===== src/rtl/pipelined_barrel_shifter.sv =====
// pipelined_barrel_shifter
//   Multi-mode barrel shifter built from log2(WIDTH) registered mux levels.
//   Stage k shifts by 2^(SHW-1-k) when its amount bit is set, so the largest
//   shift happens first. The shift amount, mode and original sign bit travel
//   down the pipe with each word. A single global advance signal moves or
//   holds the whole pipe, which gives a simple valid/ready stream interface.
//
// Ports
//   clk        rising-edge clock
//   rst_n      synchronous active-low reset (clears every stage)
//   in_valid   operand valid
//   in_ready   pipe can accept an operand this cycle
//   in_data    operand, WIDTH bits
//   in_amt     shift amount, SHW bits
//   in_mode    00 logical right, 01 logical left, 10 arithmetic right,
//              11 rotate right
//   out_valid  result valid
//   out_ready  downstream accepts the result
//   out_data   shifted result
//   out_zero   out_data is all zeros
module pipelined_barrel_shifter #(
  parameter int WIDTH = 8,
  localparam int SHW = $clog2(WIDTH)
) (
  input  logic             clk,
  input  logic             rst_n,
  input  logic             in_valid,
  output logic             in_ready,
  input  logic [WIDTH-1:0] in_data,
  input  logic [SHW-1:0]   in_amt,
  input  logic [1:0]       in_mode,
  output logic             out_valid,
  input  logic             out_ready,
  output logic [WIDTH-1:0] out_data,
  output logic             out_zero
);

  localparam logic [1:0] MODE_LSR = 2'b00;
  localparam logic [1:0] MODE_LSL = 2'b01;
  localparam logic [1:0] MODE_ASR = 2'b10;
  localparam logic [1:0] MODE_ROR = 2'b11;

  localparam logic [WIDTH-1:0] ONES = '1;

  logic adv;

  // The pipe moves whenever the output slot is empty or being drained, so
  // bubbles inside the pipe are squeezed forward while nothing is waiting.
  assign adv      = out_ready | ~out_valid;
  assign in_ready = adv;

  for (genvar k = 0; k < SHW; k++) begin : gStage
    localparam int BIT = SHW - 1 - k;
    localparam int SH  = 1 << BIT;

    logic             validIn;
    logic [WIDTH-1:0] dataIn;
    logic [SHW-1:0]   amtIn;
    logic [1:0]       modeIn;
    logic             signIn;

    logic [WIDTH-1:0] data_d;

    logic             valid_q;
    logic [WIDTH-1:0] data_q;
    logic [SHW-1:0]   amt_q;
    logic [1:0]       mode_q;
    logic             sign_q;

    if (k == 0) begin : gFirst
      // The sign is captured here from the untouched operand so arithmetic
      // fill never depends on what earlier levels did to the MSB.
      assign validIn = in_valid;
      assign dataIn  = in_data;
      assign amtIn   = in_amt;
      assign modeIn  = in_mode;
      assign signIn  = in_data[WIDTH-1];
    end else begin : gNext
      assign validIn = gStage[k-1].valid_q;
      assign dataIn  = gStage[k-1].data_q;
      assign amtIn   = gStage[k-1].amt_q;
      assign modeIn  = gStage[k-1].mode_q;
      assign signIn  = gStage[k-1].sign_q;
    end

    // One mux level: shift by this stage's fixed distance or pass through.
    always_comb begin
      data_d = dataIn;
      if (amtIn[BIT]) begin
        case (modeIn)
          MODE_LSR: data_d = dataIn >> SH;
          MODE_LSL: data_d = dataIn << SH;
          MODE_ASR: data_d = (dataIn >> SH) | (signIn ? ~(ONES >> SH) : '0);
          MODE_ROR: data_d = (dataIn >> SH) | (dataIn << (WIDTH - SH));
          default:  data_d = dataIn >> SH;
        endcase
      end
    end

    // Stage register: loads from its predecessor on advance, otherwise holds.
    // The data fields update even for bubbles; only valid_q is meaningful.
    always_ff @(posedge clk) begin
      if (!rst_n) begin
        valid_q <= 1'b0;
        data_q  <= '0;
        amt_q   <= '0;
        mode_q  <= '0;
        sign_q  <= 1'b0;
      end else if (adv) begin
        valid_q <= validIn;
        data_q  <= data_d;
        amt_q   <= amtIn;
        mode_q  <= modeIn;
        sign_q  <= signIn;
      end
    end
  end

  assign out_valid = gStage[SHW-1].valid_q;
  assign out_data  = gStage[SHW-1].data_q;
  assign out_zero  = (gStage[SHW-1].data_q == '0);

  // The control fields of the last stage have no consumer downstream.
  logic unusedTail;
  assign unusedTail = ^{gStage[SHW-1].amt_q, gStage[SHW-1].mode_q,
                        gStage[SHW-1].sign_q};

endmodule

===== config.mk =====
export PLATFORM = sky130hd
export DESIGN_NAME = pipelined_barrel_shifter
export DESIGN_NICKNAME = d
export VERILOG_FILES = /design/src/rtl/pipelined_barrel_shifter.sv
export SDC_FILE = /design/constraint.sdc
export NUM_CORES = 1
export LEC_CHECK = 0
export ABC_AREA = 1
export BUFFER_PORTS_ARGS = -buffer_cell sky130_fd_sc_hd__buf_2
export CAP_MARGIN = 20
export CORE_MARGIN = 3
export CORE_UTILIZATION = 60
export DETAILED_ROUTE_END_ITERATION = 16
export PLACE_DENSITY_LB_ADDON = 0.3
export SLEW_MARGIN = 15
export SYNTH_ARGS = -nofsm -noshare
export SYNTH_HDL_FRONTEND = slang
export SYNTH_SLANG_ARGS = --single-unit
export TNS_END_PERCENT = 10

===== constraint.sdc =====
create_clock -name clk -period 2.7 [get_ports clk]
set_input_delay 0.54 -clock clk [delete_from_list [all_inputs] [get_ports clk]]
set_output_delay 0.54 -clock clk [all_outputs]
set_load 0.01 [all_outputs]

# Yosys cells after proc, flatten, opt, wreduce, memory -nomap -nowiden
# Index checks and enable logic that the tools add are counted.
# totals
latchBits,0
input_bits,17
word_cells,42
out_inout_bits,11
n_memories,0
ram_bits,0
rom_bits,0
reg_bits,36
# op_classes
reduce_logical,4
div_mod_pow,0
mux,9
multipliers,0
magnitude_cmp,0
bitwise_logic,8
eq_ne,9
n_addsub,0
shift,0
# ops
op,n
8-bit one-hot mux with 4 select lines,3
8-bit 2-to-1 mux,6
4-bit by 8-bit bitwise OR with 8-bit output,2
6-bit by 8-bit bitwise OR with 8-bit output,2
7-bit by 8-bit bitwise OR with 8-bit output,2
2-bit == test (second input constant),6
8-bit logical NOT,1
2-bit by 1-bit == test with 1-bit output (second input constant),3
2-bit logical NOT,3
1-bit NOT,1
1-bit bitwise OR,1

# Logic depth before layout (Yosys ltp)
# Gate-level depths: netlist of run 1.
# logic_depth
depth_word,4
mapped_depth,6
ltp_nobuf,6

# Worst setup path before layout of run 1
# No wires, ideal clock.
# synth_timing
kind,input to output
startpoint,input out_ready
endpoint,output in_ready
arrival_ns,0.887
path_stages,3
setup_slack_ns,1.273
required_ns,2.160
path_buffers,1
cell_sequence,inv_1 -> nand2_4 -> buf_2
# synth_via
elab_chain_cells,1
# synth_rtl
item,line_no,text
start: declaration,33,"input logic out_ready,"
1-bit bitwise OR,49,assign adv = out_ready | ~out_valid;
end: declaration,28,"output logic in_ready,"
# No other way between the ends.

# Worst setup path after layout of run 1
# layout_timing
startpoint,register gStage[2].data_q[7] (netlist: out_data[7])
endpoint,output out_zero
# layout_via
elab_chain_cells,1
# layout_rtl
item,line_no,text
start: declaration,65,logic [WIDTH-1:0] data_q;
start signal: assignment,111,data_q <= data_d;
8-bit logical NOT,121,assign out_zero = (gStage[SHW-1].data_q == '0);
end: declaration,35,output logic out_zero
# No other way between the ends.

==> results.yml, run 1 <==
timing:
  finalCritPeriodShare_pct: 67.5
  fin_setup_tns_ps: 0
  fin_crit_ps: 1820
  fmax_ghz: 0.549
  slew_violations: 0
  maxSlewHeadroom_pct: 67.4
  tightest_slew_ps: 489
  final-hold-violation-count: 0
  skew_ps: 4.14
  setup_viol: 0
  rsz0062_at_grt: "no"
floorplan:
  ios: 28
  row_count: 19
  fp.dieW_um: 60.8
  dieArea_um2: 3690
  start_util_pct: 64.2
  die_h_um: 60.8
  core_area_um2: 2810
power:
  power_mw: 1.16
  peakVddDrop_uv: 405
  p_per_area_nw_per_um2: 581
  p_leak_nw: 0.927
grt:
  grt_first_pass_wirelength_mm: 6.00
  globalRouteMet3Util_pct: 6.81
  grt_pass1_vias: 1444
  grt_usage_pct: 21.7
  met2_usage_pct: 35.4
  antenna_found_initial: 0
  busiest_layer: "met2"
  met1_usage_pct: 26.8
  grt_start_max_net_pins: 46
  grt.overflow.total: 0
clock_tree:
  root_buffer: "clkbuf_4"
  clkTransAtPathRegs_ps: 110
  cts_buffer_depth: 2
  clock-sinks: 36
  cts_resized: 0
  numCtsBuffers: 5
  clk_latency_ps: 350
  cts_setup_buffers: 0
  ctsHoldBuffers: 0
  cts_htree_levels: 2
  cts_tree: "built"
critical_path:
  worst_path_largest_cell_delay_ps: 340
  path_class: "reg2out"
  start_kind: "flop"
  endpoint_kind: "primary output"
  ff2ff_setup_slack_ps: 1400
  cp_top_family: "simple AND/OR/NAND/NOR gates"
  slowest_stage: "dfxtp_1"
  crit_chain: "nor4_1 > and2_1 > buf_2"
  reg2reg_from: "out_valid"
  cp_max_fo: 3
  worstRegToRegCells: 4
  cp.required_ps: 2160
  rr_endpoint: "gStage[0].data_q[7]"
  path_buf_inv: 1
  worstPathArrival_ps: 1280
synth:
  avgSynthCellArea_um2: 6.77
  yosysSeqAreaShare_pct: 40.0
  syn_inst: 266
  ys_types: 21
  ys_ff_latch: 36
  ys_warn_count: 0
  synth_area_um2: 1800
  synth_nets: 283
placed_design:
  hpwl_mm: 2.54
  place.gp.congestion: 0.850
  place_area_um2: 1910
  io_buffers: 27
detailed_routing:
  dr.pass1.iters: 5
  drc: 0
  wirelength_mm: 3.62
  drt_iter0_markers: 84
  vias: 1743
  viasPerCell: 5.41
  detail-route-antenna-nets: 0
  wl_per_cell_um: 11.2
layout:
  syn2layout_area_growth_pct: 10.6
  final_area_um2: 1990
  drive_above_1_share_pct: 17.5
  nNetsFinal: 307
  mostFrequentLayoutCells: "48 x o21ai_0, 43 x nand2_1, 36 x inv_1, 36 x dfxtp_1, 29 x a21oi_1"
  layout_commonest_cell: "o21ai_0"
  n_antenna_cell: 0
min_path:
  min_path_cells: 3
  worstHoldStart: "in_amt[0]"
  whs_endpoint: "gStage[0].amt_q[0]"
  hp-class: "in2reg"
run:
  drv_cap: 0
status:
  outcome: "complete, no violations"
-- worst min-delay path, cell delays in order --
cell    delay, ps
buf_2          70
nor2_1         30
nor2_1         80
-- flip-flops by register name, indices dropped and copies added (netlist names) --
register / count
gStage.amt_q: 3
gStage.data_q: 16
gStage.mode_q: 4
gStage.sign_q: 2
gStage.valid_q: 2
out_data: 8
out_valid: 1
-- layer usage --
metal,vias up,part of all wire [%]
met5,-,0
met4,0,1.3
met3,6,5.9
met2,46,46
met1,773,47
li1,918,-
-- where the power goes --
| part | switching (mW) | internal [mW] |
|---|---|---|
| registers | 0.0340 | 0.569 |
| clock network | 0.189 | 0.193 |
| logic | 0.103 | 0.0697 |
-- cell usage after synthesis (all sizes together) --
cell	number	area, um^2
a21oi	30	154
clkbuf	3	15.0
dfxtp	36	721
nand3	25	125
nor2	16	62.6
inv	42	158
and2	1	6.26
or2	4	25.0
a31oi	3	18.8
a21boi	1	7.51
nor4	2	12.5
o21ai	48	240
nor3	1	5.00
nand2	46	195
buf	8	55.1
-- stage by stage --
step	setup WS, ps	hold slack (ps)	util, %	std cells
after global placement	995	442	68.2	314
after floorplan	1270	424	-	266
after CTS	840	395	71.0	322
final	879	401	71.0	322
after global routing	795	400	71.0	322
after detailed placement	994	446	68.2	314
-- how the worst max path moves through the flow --
stage,slack (ps),cells past startpoint,start,endpoint
finish,880,3,out_data[7],out_zero
floorplan,1270,3,out_ready,in_ready
global route,790,3,out_data[7],out_zero
global placement,990,4,out_ready,in_ready
detailed placement,990,4,out_ready,in_ready
CTS,840,3,out_data[7],out_zero
-- layout make-up --
cell class | instances | area, um^2
Multi-Input combinational cell | 177 | 852
Fill cell | 265 | 813
Sequential cell | 36 | 721
Inverter | 42 | 158
Timing Repair Buffer | 28 | 143
Clock inverter | 3 | 42.5
Tap cell | 31 | 38.8
Clock buffer | 5 | 37.5
-- cell families after synthesis --
logic type	synth area share [%]
AOI/OAI and AO/OA	23.3
DFF	40.0
and+or+nand+nor	24.0
buffers and inverters	12.6
No activity file was read; power rests on OpenSTA's default activity.
==> inputs of run 2 (changes only) <==
Settings changed: ABC_AREA 1 to 0, CORE_UTILIZATION 60 to 50.
Clock period 2.7 ns to 1.6 ns, I/O delays scaled along.
==> results.yml, run 2 <==
min_path:
  hp-class: "in2reg"
  worstHoldStart: "in_amt[0]"
grt:
  grt_pass1_vias: 1565
  busiest_layer: "met2"
  grt_usage_pct: 19.9
  antenna_found_initial: 0
  met1_usage_pct: 22.2
  grt.overflow.total: 0
  met2_usage_pct: 34.2
  grt_first_pass_wirelength_mm: 6.71
  globalRouteMet3Util_pct: 5.13
  grt_start_max_net_pins: 31
synth:
  synthSimpleGateAreaFrac_pct: 26.3
  synth.most_common_cell: "dfxtp_1"
  synth_compound_area_share_pct: 25.0
  yosysTopAreaCell: "dfxtp_1"
  ys_types: 31
  yosys.area_share.adder_pct: 0
  async_flop_share_pct: 0
  synth_top_flop_cell: "dfxtp_1"
  synth_edf_count: 0
  ys_ff_latch: 36
  avgSynthCellArea_um2: 8.23
  synth_top_family_by_area: "simple AND/OR/NAND/NOR gates"
  synth_area_um2: 1790
  synth_xor_area_share_pct: 0
  ys_warn_count: 0
  synth_mux_area_share_pct: 2.10
  syn_inst: 217
  synthTopCellsByCount: "36 x dfxtp_1, 32 x nand2_1, 15 x a21oi_1"
  synth_nets: 234
  yosysSeqAreaShare_pct: 40.4
  synth.area.top_cells: "dfxtp_1 40%, nand2_1 6.7%, and3b_1 4.9%, o211ai_1 4.6%, a221oi_1 4.4%"
  yosysTopAreaCellShare_pct: 40.4
floorplan:
  row_count: 21
  core_area_um2: 3390
  fp.dieW_um: 65.8
  ios: 28
  die_h_um: 65.8
  start_util_pct: 52.7
  dieArea_um2: 4320
detailed_routing:
  viasPerCell: 5.76
  wl_per_cell_um: 13.6
  wirelength_mm: 3.94
  drt_iter0_markers: 79
  detail-route-antenna-nets: 0
  dr.pass1.iters: 4
  drc: 0
  vias: 1669
clock_tree:
  ctsHoldBuffers: 0
  cts_tree: "built"
  cts_htree_levels: 2
  cts_buffer_depth: 2
  clkTransAtPathRegs_ps: 120
  clock-sinks: 36
  root_buffer: "clkbuf_4"
  clk_latency_ps: 350
  numCtsBuffers: 5
layout:
  layout_commonest_cell: "dfxtp_1"
  n_antenna_cell: 0
  regMostFlops: "gStage.data_q"
  largest_reg_flops: 16
  syn2layout_area_growth_pct: 17.6
  drive_above_1_share_pct: 22.1
  final_area_um2: 2100
  fillers: 306
  nNetsFinal: 260
  mostFrequentLayoutCells: "33 x dfxtp_1, 32 x nand2_1, 26 x buf_2"
timing:
  finalCritPeriodShare_pct: 108
  maxSlewHeadroom_pct: 77.7
  fin_crit_ps: 1730
  tightest_slew_ps: 335
  hold-worst-slack_ps: 206
  rsz0062_at_grt: "yes"
  skew_ps: 9.02
  final-hold-violation-count: 0
  fin_ws_ps: -133
  setup_viol: 2
  fmax_ghz: 0.577
  fin_setup_tns_ps: -172
  slew_violations: 0
critical_path:
  rr_endpoint: "out_data[7]"
  crit_end: "out_zero"
  endpoint_kind: "primary output"
  cp.required_ps: 1280
  ff2ff_setup_slack_ps: 270
  start_kind: "flop"
  worstSetupStartpoint: "out_data[7]"
  reg2reg_from: "gStage[1].mode_q[1]"
  worstRegToRegCells: 3
  path_class: "reg2out"
  worstPathArrival_ps: 1410
  cp_max_fo: 2
placed_design:
  dp_slack_ps: 226
  place.gp.congestion: 0.849
  io_buffers: 27
  place_area_um2: 1950
  hpwl_mm: 2.79
power:
  p_leak_nw: 0.886
  power_frac_clock_pct: 43.2
  p_int_mw: 1.72
  peakVddDrop_uv: 611
  pwr-share-comb_pct: 11.3
  p_seq_share_pct: 45.5
  power_switching_mw: 0.509
  swShare_pct: 22.8
  p_per_area_nw_per_um2: 1060
status:
  outcome: "finished, violations left"
  violations: "setup timing"
run:
  drv_cap: 0
run 2: changes by cell type in the layout (fill, tap and decap cells not counted), sizes merged, moves of 11 or more:
cell / before / now
inv: 42 / 5
a21oi: 30 / 15
nand2: 46 / 32
nand3: 25 / 11
o21ai: 48 / 15
o211ai: 0 / 11
run 2: layer usage:
metal	routed length [um]	vias up
li1	-	841
met1	1720	792
met2	2010	32
met3	172	4
met4	41	0
met5	0	-
run 2: cells by family (layout without fill, tap and decap cells):
group	after synthesis	count (layout)
compound gates	66	66
buf+inv	23	50
flops	36	36
mux	3	3
simple gates	89	89
run 2: worst min-delay path by stage:
stage          slack (ps)            endpoint  depth (start not counted)
2_1_floorplan         430    gStage[1].sign_q                          2
3_3_place_gp          440    gStage[1].sign_q                          2
3_5_place_dp          450   gStage[0].valid_q                          2
4_1_cts               200  gStage[0].amt_q[0]                          3
5_1_grt               180  gStage[0].amt_q[0]                          3
6_report              210  gStage[0].amt_q[0]                          3
run 2: worst max-delay path, cell delays in order, from the launching register on:
cell     delay, ps
dfxtp_2        330
or4_1          510
nor2_1          90
buf_2          130
run 2: area by class of cell:
| cell class | count | area [um^2] | share of cell area [%] |
|---|---|---|---|
| Clock buffer | 5 | 37.5 | 1.79 |
| Clock inverter | 3 | 90.1 | 4.29 |
| Inverter | 6 | 26.3 | 1.25 |
| Multi-Input combinational cell | 158 | 955 | 45.5 |
| Sequential cell | 36 | 724 | 34.5 |
| Tap cell | 46 | 57.6 | 2.74 |
| Timing Repair Buffer | 36 | 209 | 9.95 |
run 2: per-stage QoR:
stage               util [%]  power (mW)  cells
finish                  61.9        2.23    290
global route            61.9        2.32    290
CTS                     61.9        2.24    290
detailed placement      57.5        1.28    281
global placement        57.5        1.28    281
floorplan                  -        1.19    217
run 2: timing repair:
| action | 4_1_cts | 5_1_grt |
|---|---|---|
| resized for setup | 4 | 1 |
| pin swaps | 1 | 0 |
| endpoints found under the setup margin | 2 | 2 |
| setup buffers | 1 | 0 |
run 2: power by group through the flow:
| stage | combinational (mW) | sequential [mW] | clock (mW) |
|---|---|---|---|
| 3_5_place_dp | 0.248 | 1.03 | 0 |
| 3_3_place_gp | 0.247 | 1.03 | 0 |
| 2_1_floorplan | 0.177 | 1.01 | 0 |
| 5_1_grt | 0.282 | 1.03 | 1.01 |
| 6_report | 0.252 | 1.02 | 0.963 |
| 4_1_cts | 0.254 | 1.01 | 0.970 |
==> inputs of run 3 (changes only) <==
Settings changed: CORE_UTILIZATION 50 to 35.
==> results.yml, run 3 (synthesized netlist as in run 2, its figures left out) <==
critical_path:
  cp_max_fo: 2
  start_kind: "flop"
  endpoint_kind: "primary output"
  worstPathArrival_ps: 1360
  cp.required_ps: 1280
  worstRegToRegCells: 3
  path_class: "reg2out"
timing:
  fin_crit_ps: 1680
  finalCritPeriodShare_pct: 105
  skew_ps: 6.11
  maxSlewHeadroom_pct: 72.8
  setup_viol: 1
  slew_violations: 0
  hold-worst-slack_ps: 274
  rsz0062_at_grt: "yes"
  fin_ws_ps: -76.9
  final-hold-violation-count: 0
  fmax_ghz: 0.596
  tightest_slew_ps: 408
clock_tree:
  ctsHoldBuffers: 0
  clk_latency_ps: 290
  clkTransAtPathRegs_ps: 70
  cts_htree_levels: 2
  numCtsBuffers: 5
  clock-sinks: 36
  root_buffer: "clkbuf_8"
  cts_buffer_depth: 2
  cts_tree: "built"
grt:
  antenna_found_initial: 0
  grt_first_pass_wirelength_mm: 7.02
  grt_start_max_net_pins: 25
  grt.overflow.total: 0
  grt_usage_pct: 14.3
  grt_pass1_vias: 1471
detailed_routing:
  vias: 1603
  wirelength_mm: 4.01
  viasPerCell: 5.17
  dr.pass1.iters: 4
  drc: 0
  wl_per_cell_um: 12.9
  detail-route-antenna-nets: 0
  drt_iter0_markers: 91
placed_design:
  place_area_um2: 1980
  place.gp.congestion: 0.808
  dp_slack_ps: 209
  hpwl_mm: 2.87
  place_inst: 302
  io_buffers: 27
power:
  pwr-share-comb_pct: 13.6
  p_int_mw: 1.38
  power_frac_clock_pct: 32.3
  swShare_pct: 26.6
  p_per_area_nw_per_um2: 906
  power_switching_mw: 0.498
  peakVddDrop_uv: 348
  p_seq_share_pct: 54.1
  p_leak_nw: 0.858
status:
  violations: "setup timing"
  outcome: "finished, violations left"
layout:
  regMostFlops: "gStage.data_q"
  syn2layout_area_growth_pct: 15.8
  final_area_um2: 2070
  largest_reg_flops: 16
  nNetsFinal: 260
  finalNonFillerCells: 310
  fillers: 529
  mostFrequentLayoutCells: "35 x dfxtp_1, 32 x nand2_1, 27 x buf_2"
  drive_above_1_share_pct: 20.6
  utilization_pct: 42.9
  n_antenna_cell: 0
  layout_commonest_cell: "dfxtp_1"
min_path:
  hp-class: "in2reg"
  min_path_cells: 3
floorplan:
  die_h_um: 77.4
  dieArea_um2: 5990
  fp.dieW_um: 77.4
  start_util_pct: 37.1
  ios: 28
  row_count: 25
  core_area_um2: 4820
run:
  drv_cap: 0
[run 3: area by class of cell]
class                   count  area, um^2  area share, %
clock inverters             1        5.00          0.242
flip-flops and latches     36         722           34.9
repair buffers             36         203           9.81
multi-input cells         158         958           46.4
inverters                   6        22.5           1.09
clock buffers               6        72.6           3.51
well taps                  67        83.8           4.06
[run 3: per-layer routing]
metal / vias up / global-route usage [%] / part of all wire (%)
li1: 832 / - / -
met3: 7 / 4.52 / 4.6
met5: - / 0 / 0
met4: 0 / 5.34 / 1.3
met1: 735 / 18.3 / 49
met2: 29 / 22.5 / 45
[run 3: per-stage QoR]
stage          total power, mW  setup TNS [ps]
2_1_floorplan             1.19               0
3_3_place_gp              1.28               0
3_5_place_dp              1.28               0
4_1_cts                   1.90           -85.7
5_1_grt                   1.99            -205
6_report                  1.87           -76.9
[run 3: power groups by stage]
stage / clock (mW) / combinational [mW] / sequential, mW
after global routing: 0.673 / 0.288 / 1.03
after CTS: 0.629 / 0.258 / 1.01
after detailed placement: 0 / 0.250 / 1.03
final: 0.605 / 0.255 / 1.01
after floorplan: 0 / 0.177 / 1.01
after global placement: 0 / 0.249 / 1.03
[run 3: path summary, 6_finish.rpt]
kind                                          from                  end  slack [ps]
worst max-delay path                   out_data[2]             out_zero         -80
worst min-delay path                      in_valid    gStage[0].valid_q         270
worst max register to register  gStage[0].amt_q[1]  gStage[1].data_q[7]         250
worst min register to register  gStage[0].amt_q[0]   gStage[0].amt_q[0]         450
[run 3: critical path, cell delays in order (launching register included)]
cell     delay (ps)
dfxtp_2         320
or4_4           520
nor2_1          100
buf_2           130
[run 3: timing repair]
action,in CTS,in global routing
resized for setup,2,0
buffers inserted,1,0
pin swaps,2,1
setup endpoints to repair,1,2
